[src/rtl/seq_player.sv]
// Simon sequence RAM plus playback timer: plays the first `level` stored symbols as
// one-hot LED blinks, then pulses done. Optional level-based speedup: SEQ_PLAYER_SPEEDUP_EN.
module seq_player #(
  parameter int NUM_LEDS     = 4,
  parameter int DEPTH        = 16,
  parameter int ON_CYCLES    = 25_000_000,
  parameter int OFF_CYCLES   = 12_500_000,
  parameter int SPEEDUP_STEP = 4
) (
  input  logic                        clk,
  input  logic                        reset,
  input  logic                        wr_en,
  input  logic [$clog2(DEPTH)-1:0]    wr_addr,
  input  logic [$clog2(NUM_LEDS)-1:0] wr_data,
  input  logic                        start,
  input  logic [$clog2(DEPTH):0]      level,
  output logic [NUM_LEDS-1:0]         led_out,
  output logic                        busy,
  output logic                        done,
  output logic [$clog2(DEPTH)-1:0]    step
);

  localparam int AW     = $clog2(DEPTH);
  localparam int SW     = $clog2(NUM_LEDS);
  localparam int LW     = AW + 1;
  localparam int MAXCYC = (ON_CYCLES > OFF_CYCLES) ? ON_CYCLES : OFF_CYCLES;
  localparam int TW     = $clog2(MAXCYC + 1);

  localparam logic [2:0] S_IDLE = 3'd0;
  localparam logic [2:0] S_READ = 3'd1;
  localparam logic [2:0] S_ON   = 3'd2;
  localparam logic [2:0] S_OFF  = 3'd3;
  localparam logic [2:0] S_DONE = 3'd4;

  generate
    if (NUM_LEDS < 2 || NUM_LEDS > 16)
      $error("seq_player: NUM_LEDS must be 2..16");
    if (DEPTH < 2 || DEPTH > 256 || (DEPTH & (DEPTH - 1)) != 0)
      $error("seq_player: DEPTH must be a power of 2 in 2..256");
    if (ON_CYCLES < 1 || OFF_CYCLES < 1)
      $error("seq_player: ON_CYCLES and OFF_CYCLES must be >= 1");
    if (SPEEDUP_STEP < 1)
      $error("seq_player: SPEEDUP_STEP must be >= 1");
  endgenerate

  logic [2:0]          r_state;
  logic [TW-1:0]       r_timer;
  logic [AW-1:0]       r_step;
  logic [AW-1:0]       r_last;
  logic                r_busy;
  logic [TW-1:0]       r_on_load;
  logic [SW-1:0]       r_sym;
  logic [SW-1:0]       r_mem [DEPTH];

  logic [LW-1:0]       w_level_sat;
  logic [TW-1:0]       w_on_load;
  logic [31:0]         w_sym_ext;
  logic [NUM_LEDS-1:0] w_led;

  assign w_level_sat = (level > LW'(DEPTH)) ? LW'(DEPTH) : level;

`ifdef SEQ_PLAYER_SPEEDUP_EN
  // On-time halves every SPEEDUP_STEP levels, floored at one cycle.
  always_comb begin
    logic [31:0] v_on;
    v_on = 32'(ON_CYCLES) >> (32'(w_level_sat) / 32'(SPEEDUP_STEP));
    if (v_on == 32'd0) v_on = 32'd1;
    w_on_load = TW'(v_on - 32'd1);
  end
`else
  assign w_on_load = TW'(ON_CYCLES - 1);
`endif

  // NOTE: sequential state uses non-blocking (<=) so every register samples
  // pre-edge values; blocking here would create order-dependent races.
  always_ff @(posedge clk or negedge reset) begin
    if (!reset) begin
      r_state   <= S_IDLE;
      r_timer   <= '0;
      r_step    <= '0;
      r_last    <= '0;
      r_busy    <= 1'b0;
      r_on_load <= '0;
    end else begin
      case (r_state)
        S_IDLE: begin
          if (start) begin
            r_busy <= 1'b1;
            if (level == '0) begin
              r_state <= S_DONE;
            end else begin
              r_step    <= '0;
              r_last    <= AW'(w_level_sat - LW'(1));
              r_on_load <= w_on_load;
              r_state   <= S_READ;
            end
          end
        end
        S_READ: begin
          r_timer <= r_on_load;
          r_state <= S_ON;
        end
        S_ON: begin
          if (r_timer == '0) begin
            r_timer <= TW'(OFF_CYCLES - 1);
            r_state <= S_OFF;
          end else begin
            r_timer <= r_timer - TW'(1);
          end
        end
        S_OFF: begin
          if (r_timer == '0) begin
            if (r_step == r_last) begin
              r_state <= S_DONE;
            end else begin
              r_step  <= r_step + AW'(1);
              r_state <= S_READ;
            end
          end else begin
            r_timer <= r_timer - TW'(1);
          end
        end
        S_DONE: begin
          r_busy  <= 1'b0;
          r_state <= S_IDLE;
        end
        default: r_state <= S_IDLE;
      endcase
    end
  end

  // NOTE: the RAM array is deliberately not reset; a reset port on a memory
  // prevents block-RAM inference and the stored sequence must survive reset.
  always_ff @(posedge clk) begin
    if (wr_en && !r_busy) r_mem[wr_addr] <= wr_data;
  end

  always_ff @(posedge clk or negedge reset) begin
    if (!reset)                 r_sym <= '0;
    else if (r_state == S_READ) r_sym <= r_mem[r_step];
  end

  assign w_sym_ext = 32'(r_sym);

  // NOTE: every always_comb output gets a default first so no path leaves it
  // unassigned, which would otherwise infer a latch.
  always_comb begin
    w_led = '0;
    if (r_state == S_ON && w_sym_ext < 32'(NUM_LEDS)) w_led[r_sym] = 1'b1;
  end

  assign led_out = w_led;
  assign busy    = r_busy;
  assign done    = (r_state == S_DONE);
  assign step    = r_step;

endmodule

[config.mk]
export PLATFORM = sky130hd
export DESIGN_NAME = seq_player
export DESIGN_NICKNAME = d
export VERILOG_FILES = /design/src/rtl/seq_player.sv
export SDC_FILE = /design/constraint.sdc
export NUM_CORES = 1
export LEC_CHECK = 0
export CAP_MARGIN = 0
export CORE_MARGIN = 2
export CORE_UTILIZATION = 55
export CTS_BUF_LIST = sky130_fd_sc_hd__clkbuf_8
export CTS_CLUSTER_DIAMETER = 60
export DETAILED_ROUTE_END_ITERATION = 10
export HOLD_SLACK_MARGIN = 0.1
export PLACE_DENSITY = 0.85
export SLEW_MARGIN = 0
export SYNTH_ARGS = -nofsm -noshare
export SYNTH_HDL_FRONTEND = slang
export SYNTH_SLANG_ARGS = --single-unit
[constraint.sdc]
create_clock -name clk -period 2.9 [get_ports clk]
set_input_delay 0.58 -clock clk [delete_from_list [all_inputs] [get_ports clk]]
set_output_delay 0.58 -clock clk [all_outputs]
set_load 0.01 [all_outputs]
Word-level counts from Yosys, hierarchy flattened

Memory sizes are Yosys's and may differ from the RTL's. A register that Yosys moved wholly into a read port is not among the register bits.
Index checks and enable logic that the tools add are counted.

RAM bits: 32
Bits of input ports: 15
Memories kept: 1
Word-level logic and storage cells: 64
Flip-flop bits (word level): 38

Mux-type cells: 22
Equality and inequality tests: 11
Bitwise gates (word level): 1
$add $sub $neg: 3
Reduce and logical (&&, ||, !) cells: 16
Order comparisons: 4

Memories:

| name  | words | width | rd ports | clocked after Yosys merged registers in | wr ports | line | source |
|---|---|---|---|---|---|---|---|
| r_mem | 16    | 2     | 1        | 1                                       | 1        | 53   | `logic [SW-1:0] r_mem [DEPTH];` |

Operator list:

| kind                                                                 | number |
|---|---|
| 25-bit case mux with 3 select lines                                  | 1 |
| 25-bit two-way mux                                                   | 2 |
| 25-bit zero test                                                     | 1 |
| 25-bit by 1-bit subtractor with 25-bit output, second input constant | 1 |
| 4-bit two-way mux                                                    | 6 |
| 3-bit two-way mux                                                    | 5 |
| 2-bit inequality test, second input constant                         | 6 |
| 3-bit case mux with 4 select lines                                   | 1 |
| 4-bit case mux with 2 select lines                                   | 1 |
| 3-bit by 2-bit == test with 1-bit output, second input constant      | 2 |
| 2-bit by 3-bit < comparator with 1-bit output, second input constant | 2 |
| 3-bit AND reduction                                                  | 2 |
| 5-bit > comparator, second input constant                            | 1 |
| 5-bit zero test                                                      | 1 |
| 5-bit AND reduction                                                  | 1 |
| 4-bit by 1-bit adder with 4-bit output, second input constant        | 1 |
| 4-bit == test                                                        | 1 |
| 1-bit two-way mux                                                    | 4 |
| 2-bit AND reduction                                                  | 2 |
| 2-bit nonzero test                                                   | 2 |
| 4-bit by 1-bit subtractor with 4-bit output, second input constant   | 1 |
| 3-bit by 1-bit == test with 1-bit output, second input constant      | 1 |
| 3-bit == test, second input constant                                 | 1 |
| 1-bit logical AND                                                    | 3 |
| 7 further kinds                                                      | 8 |

Logic depth before layout (Yosys ltp)

Gate-level depths: netlist (run 1).

Depth in word-level cells: 5
Depth in mapped cells: 9

Worst setup path after synthesis (run 1)

No wires, ideal clock.

Kind: register to register
Start point: register r_timer[0]
End point: register r_timer[18]
Cell stages (with the launch flop): 8
Arrival time: 2.123 ns
Setup slack: 0.651 ns
Cell sequence: dfrtp_1 > inv_1 > ha_1 > nor3b_1 > nand3_1 > or4b_2 > o21ai_0 > a21oi_1

Word-level cells in the longest chain between the ends: 3
Elaborated cells on any way between the ends: 7
Classes of those cells: 1 x add/sub; 1 x eq/ne; 3 x mux; 2 x reduce/logical

Ends and longest elaborated chain:

| item                                                                                     | line | source |
|---|---|---|
| start: declaration                                                                       | 47   | `logic [TW-1:0] r_timer;` |
| start signal: assignment                                                                 | 100  | `r_timer <= r_on_load;` |
| start signal: assignment                                                                 | 105  | `r_timer <= TW'(OFF_CYCLES - 1);` |
| start signal: assignment                                                                 | 108  | `r_timer <= r_timer - TW'(1);` |
| 25-bit by 1-bit subtractor with 25-bit output / 25-bit zero test (equally long branches) | --   |  |
| 25-bit two-way mux, or another cell as far along                                         | 112  | `if (r_timer == '0) begin` |
| 25-bit case mux with 3 select lines / 2-bit AND reduction (equally long branches)        | --   |  |

Several ways; a longest one is shown, not always the timed one. The select of a mux whose other input is x is not followed.
A chain may end at the register's enable or synchronous reset.

Final worst setup path (run 1)

Start point: register r_state[0]
End point: output port led_out[2]

Word-level cells in the longest chain between the ends: 3

Ends and longest elaborated chain:

| item                                     | line | source |
|---|---|---|
| start: declaration                       | 46   | `logic [2:0] r_state;` |
| start signal: assignment                 | 78   | `r_state <= S_IDLE;` |
| start signal: assignment                 | 90   | `r_state <= S_DONE;` |
| start signal: assignment                 | 95   | `r_state <= S_READ;` |
| 3-bit by 2-bit == test with 1-bit output | 149  | `if (r_state == S_ON && w_sym_ext < 32'(NUM_LEDS)) w_led[r_sym] = 1'b1;` |
| 1-bit logical AND                        | 149  |  |
| 4-bit two-way mux                        | 149  |  |
| end: declaration                         | 17   | `output logic [NUM_LEDS-1:0] led_out,` |

Every way passes these cells.

==> results of run 1 <==
-- area by class of cell --
type	count	area, um^2
Multi-Input combinational cell	254	1810
Fill cell	544	2390
Inverter	7	26.3
Tap cell	96	120
Timing Repair Buffer	32	295
Clock buffer	9	124
Sequential cell	72	1960
Clock inverter	6	70.1
-- metrics by stage --
step	utilization, %	setup slack (ns)	instance area (um^2)
after CTS	64.8	0.226	4400
after detailed placement	62.0	0.485	4210
after global routing	64.8	0.117	4400
after floorplan	-	0.651	3860
after global placement	62.0	0.555	4210
final	64.8	0.196	4400
-- worst reg2reg max path: stages, from the launching register on --
cell and delay (ns):
dfrtp_1 0.37, inv_1 0.13, ha_1 0.17, nor4b_1 0.48
nand3_2 0.27, o21ai_0 0.54, o21ai_0 0.18, a221oi_1 0.28
-- worst min-delay path by stage --
stage                                        end  slack (ns)  cells past startpoint
after floorplan                 busy$_DFFE_PN0P_        0.28                      0
after global placement     r_last[1]$_DFFE_PN0P_        0.48                      2
after detailed placement   r_last[3]$_DFFE_PN0P_        0.49                      2
after CTS                 r_state[1]$_DFFE_PN0P_        0.38                      1
after global routing      r_state[2]$_DFFE_PN0P_        0.43                      1
final                     r_state[2]$_DFFE_PN0P_        0.35                      1
-- logic make-up (layout without fill, tap and decap cells) --
logic type / Yosys count / in the layout
XOR/XNOR: 9 / 9
AO/OA/AOI/OAI: 86 / 86
AND/OR/NAND/NOR: 141 / 141
multiplexers: 14 / 14
adder cells (fa/ha/maj): 4 / 4
flip-flops: 72 / 72
buffers and inverters: 20 / 54
-- registers in the layout, summed over array words and instances (netlist names) --
register,cells
r_state,3
r_on_load,1
busy,1
r_sym,2
r_last,4
r_timer,25
step,4
r_mem,32
-- Yosys cell counts, drive strengths merged, types with 5 or more instances --
master | n | area share, %
o21ai | 22 | 3.0
inv | 7 | 0.68
buf | 7 | 1.1
edfxtp | 32 | 25
nor4 | 14 | 3.0
o31ai | 6 | 1.7
nand2 | 21 | 2.0
mux4 | 8 | 4.7
clkbuf | 6 | 0.58
o21a | 5 | 0.97
a21oi | 17 | 2.2
nand3 | 11 | 1.6
nor3 | 12 | 1.7
o22a | 7 | 1.6
nor2 | 36 | 3.5
or3 | 5 | 0.81
dfrtp | 40 | 26
nand2b | 8 | 1.3
nand4 | 5 | 1.2
xor2 | 6 | 1.4
-- power breakdown --
part | total, mW | switching [mW] | internal [mW]
registers | 1.39 | 0.210 | 1.18
logic | 0.643 | 0.281 | 0.363
clock network | 0.786 | 0.390 | 0.396
-- per-layer routing --
metal / GRT usage [%] / share of wire (%) / up-vias
met3: 6.60 / 6.9 / 19
met4: 9.79 / 2.1 / 0
met1: 31.7 / 40 / 1465
met2: 39.3 / 51 / 111
met5: 0 / 0 / -
li1: - / - / 1408
==> metrics, run 1 <==
mux cell area share after synthesis=6.32%; Hold Buf Count CTS=0; CP Launch Type=flop; CP max stage cell=clkdlybuf4s50_1; RR Startpoint=r_timer[0]$_DFFE_PN0P_; Setup TNS Final=0 ns; Ports=25; slowest stage delay, CP=0.63 ns; Slew @ Worst Pin=0.917 ns; highest-count cells in the layout ignoring fill and taps=40 x dfrtp_1, 36 x nor2_1, 32 x edfxtp_1, 23 x clkdlybuf4s50_1; antenna cell count=0; Reg2Reg Depth=7; Worst Setup End Kind=primary output; Routed Antenna Nets=0; Layout Cells excl Fill=476; worst path bufs/invs=1; Starting Density=56.8%; crit path max fanout=15; layout overhead on the synthesized area=14.1%; RSZ-0062 raised after global routing=false; routed wire length per instance=17.7 um; CP delay by family, top=buffers and inverters; CP arrival=2.12 ns; PwrDens=641 nW/um^2; number of remaining DRC errors=0; initial DRC count=290; drt first pass iters=5; most common cell after layout, fill and taps aside=dfrtp_1; Synth Instances=346; clock skew=0.0116 ns; global-route wire length before repair=14200 um; placer congestion estimate=0.950; H-tree depth=3; global route overflow=0; Synth Flop Type=dfrtp_1; CTS tree=done; max-slew violations=0; final net count=395; WS Path Type=reg -> out; die boundary width=87.8 um; max_cap viols=0; upper clock frequency limit=370 MHz; final setup vio count=0; Leakage=1.58 nW; syn_area_per_cell=11.2 um^2; post-DP HPWL=6080 um; Crit path depth=2; Critical Path Start=r_state[0]$_DFFE_PN0P_; vias in the first global route=2948; Fin. Hold Viols=0; CTS Buf Count=9; largest family of logic cells by synthesized area=simple AND/OR/NAND/NOR gates; post-synthesis sequential area ratio=50.8%; Worst EP required=2.32 ns; XOR/XNOR share of the synthesized area=2.04%; vias post-DR=3003; Syn Nets=365; R2R setup slack=0.39 ns; CTS Root Cell=clkbuf_8; Core ar.=6790 um^2; clock sink count=72; Die ar.=7700 um^2; gr usage total=24.5%; Syn. warnings=0; Netlist Area Pre-Place=3860 um^2; clock slew at reported path FFs=0.08 ns; Total Wirelength=8450 um; # placed instances=461; #FFs+latches synth=72; Synth async-reset ratio=55.6%; cells along the critical path=nor4b_1 -> clkdlybuf4s50_1; Synth Area in Adders=1.30%; Buffers on Ports=24; Slew Limit Headroom=38.9%; VDD IR-drop max=0.432 mV; post-synthesis compound-gate area fraction=16.0%; initial antenna violation count=0; Final Critical Period=2.70 ns; distinct cell type count after synthesis=71; Post-synth EDFFs=32; num rows=30; reg2reg end=r_state[0]$_DFFE_PN0P_; post_cts resized=0; die height=87.8 um; worst-case clock buffer depth=2; total design power=2.82 mW; share of cells above drive strength 1=15.0%; CP Capture Point=led_out[2]; Worst Hold Margin=0.353 ns; Hold Path Class=in -> async; post-CTS setup buffer count=0; Synth Area in Simple Gates=21.2%; period utilization=93.2%; outcome=finished, final reports clean; largest net degree at the start of global routing=41; Vias/cell=6.31; Skew-Pair Late Insertion Delay=0.36 ns
No activity file was read; power rests on OpenSTA's default activity.
==> run 2, diff against run 1 <==
--- a/config.mk
+++ b/config.mk
@@ -6,7 +6,6 @@
 export NUM_CORES = 1
 export LEC_CHECK = 0
 export CAP_MARGIN = 0
-export CORE_MARGIN = 2
 export CORE_UTILIZATION = 55
 export CTS_BUF_LIST = sky130_fd_sc_hd__clkbuf_8
 export CTS_CLUSTER_DIAMETER = 60
==> metrics, run 2 (same netlist as run 1, synthesis figures left out) <==
global-route wire length before repair=14200 um (+0.54%); clock skew=0.00899 ns (-0.00257 ns); share of cells above drive strength 1=15.0% (unchanged); crit path max fanout=15 (unchanged); max reg flops=32 (unchanged); Setup TNS Final=0 ns (unchanged); drt first pass iters=4 (-1); placer congestion estimate=0.942 (-0.86%); most common cell after layout, fill and taps aside=dfrtp_1; post-CTS setup buffer count=0 (unchanged); R2R setup slack=0.37 ns (-0.02 ns); Total Wirelength=8400 um (-0.50%); final setup vio count=0 (unchanged); worst-case clock buffer depth=2 (unchanged); largest net degree at the start of global routing=41 (unchanged); total design power=2.90 mW (+2.6%); highest-count cells in the layout ignoring fill and taps=40 x dfrtp_1, 36 x nor2_1, 32 x edfxtp_1, 23 x clkdlybuf4s50_1; Top Registers=r_mem x32, r_timer x25; Worst EP required=2.32 ns (about the same); Core ar.=6790 um^2 (unchanged); Final Critical Period=2.63 ns (-0.0788 ns); PwrDens=654 nW/um^2 (+2.1%); H-tree depth=3 (unchanged); Slew @ Worst Pin=0.881 ns (-0.0359 ns); die height=85.8 um (-2.3%); Slew Limit Headroom=41.3% (+2.4 points); Worst Setup End Kind=primary output; post-DP HPWL=6060 um (-0.32%); Hold Buf Count CTS=0 (unchanged); clock slew at reported path FFs=0.08 ns (about the same); CTS tree=done; max_cap viols=0 (unchanged); outcome=finished, final reports clean; Buffers on Ports=24 (unchanged); Routed Antenna Nets=0 (unchanged); Die ar.=7350 um^2 (-4.5%); vias post-DR=2931 (-2.4%); VDD IR-drop max=0.371 mV (-14%); uppermost layer routed=met4; WS Path Type=reg -> out; WL met3=494 um (-15%); Top reg by flops=r_mem; post_cts resized=0 (unchanged); reg2reg end=r_state[0]$_DFFE_PN0P_; Starting Density=56.8% (unchanged); CP Launch Type=flop; CTS Buf Count=9 (unchanged); initial DRC count=222 (-23%); number of remaining DRC errors=0 (unchanged); RR Startpoint=r_timer[0]$_DFFE_PN0P_; Final WS setup=0.275 ns (+0.0788 ns); Vias/cell=6.16 (-2.4%); slowest stage delay, CP=0.62 ns (about the same); routed wire length per instance=17.7 um (-0.50%); upper clock frequency limit=381 MHz (+3.0%); vias in the first global route=2950 (+0.068%); Fin. Hold Viols=0 (unchanged); M1 WL=3560 um (+4.5%); clock sink count=72 (unchanged); CP max stage cell=clkdlybuf4s50_1; period utilization=90.5% (-2.7 points); initial antenna violation count=0 (unchanged); RSZ-0062 raised after global routing=false; global route overflow=0 (unchanged); dpl ws=0.400 ns (-0.0855 ns); die boundary width=85.8 um (-2.3%); gr usage total=25.3% (+0.87 points); Skew-Pair Late Insertion Delay=0.35 ns (about the same); antenna cell count=0 (unchanged); Hold Path Class=in -> async; cells along the critical path=nor4b_1 -> clkdlybuf4s50_1; DR WL met2=4290 um (+0.35%); layout overhead on the synthesized area=14.7%; num rows=30 (unchanged); final net count=395 (unchanged); CTS Root Cell=clkbuf_8; Leakage=1.60 nW (+0.93%); CP arrival=2.05 ns (-0.07 ns); Reg2Reg Depth=7 (unchanged); max-slew violations=0 (unchanged); Ports=25 (unchanged)
## run 2: worst max-delay path: cells and delay by family (launching register included)
kind | cells | cell delay (ns)
flops | 1 | 0.58
buf+inv | 1 | 0.62
simple gates | 1 | 0.50
## run 2: cell type report
cell class              count  area, um^2
fillers                   493        2370
flip-flops and latches     72        1960
multi-input cells         254        1810
repair buffers             32         295
clock buffers               9         124
well taps                  96         120
clock inverters             6        92.6
inverters                   7        26.3
## run 2: through the flow
| step | area (um^2) | instances | utilization [%] | hold WS (ns) |
|---|---|---|---|---|
| global placement | 4210 | 461 | 62.0 | 0.484 |
| CTS | 4430 | 476 | 65.1 | 0.365 |
| finish | 4430 | 476 | 65.1 | 0.343 |
| detailed placement | 4210 | 461 | 62.0 | 0.494 |
| floorplan | 3860 | 346 | - | 0.284 |
| global route | 4430 | 476 | 65.1 | 0.406 |
## run 2: how the worst max path moves through the flow
stage	cells after the start	end	slack, ns	from
6_report	2	led_out[2]	0.27	r_state[0]$_DFFE_PN0P_
4_1_cts	3	done	0.26	r_state[0]$_DFFE_PN0P_
5_1_grt	7	r_state[0]$_DFFE_PN0P_	0.15	r_timer[0]$_DFFE_PN0P_
3_3_place_gp	7	r_state[0]$_DFFE_PN0P_	0.55	r_timer[0]$_DFFE_PN0P_
3_5_place_dp	7	r_state[0]$_DFFE_PN0P_	0.40	r_timer[0]$_DFFE_PN0P_
2_1_floorplan	7	r_timer[18]$_DFFE_PN0P_	0.65	r_timer[0]$_DFFE_PN0P_
## run 2: report_power, final
group	leakage, nW	internal (mW)	switching (mW)
Sequential	0.755	1.18	0.216
Combinational	0.738	0.352	0.269
Clock	0.102	0.485	0.392
Total	1.60	2.02	0.877
## run 2: metal layers
layer  track usage [%]  vias to the layer above
met3              6.64                        7
met5                 0                        -
met2              43.7                       86
met1              31.5                     1431
li1                  -                     1407
met4              7.42                        0
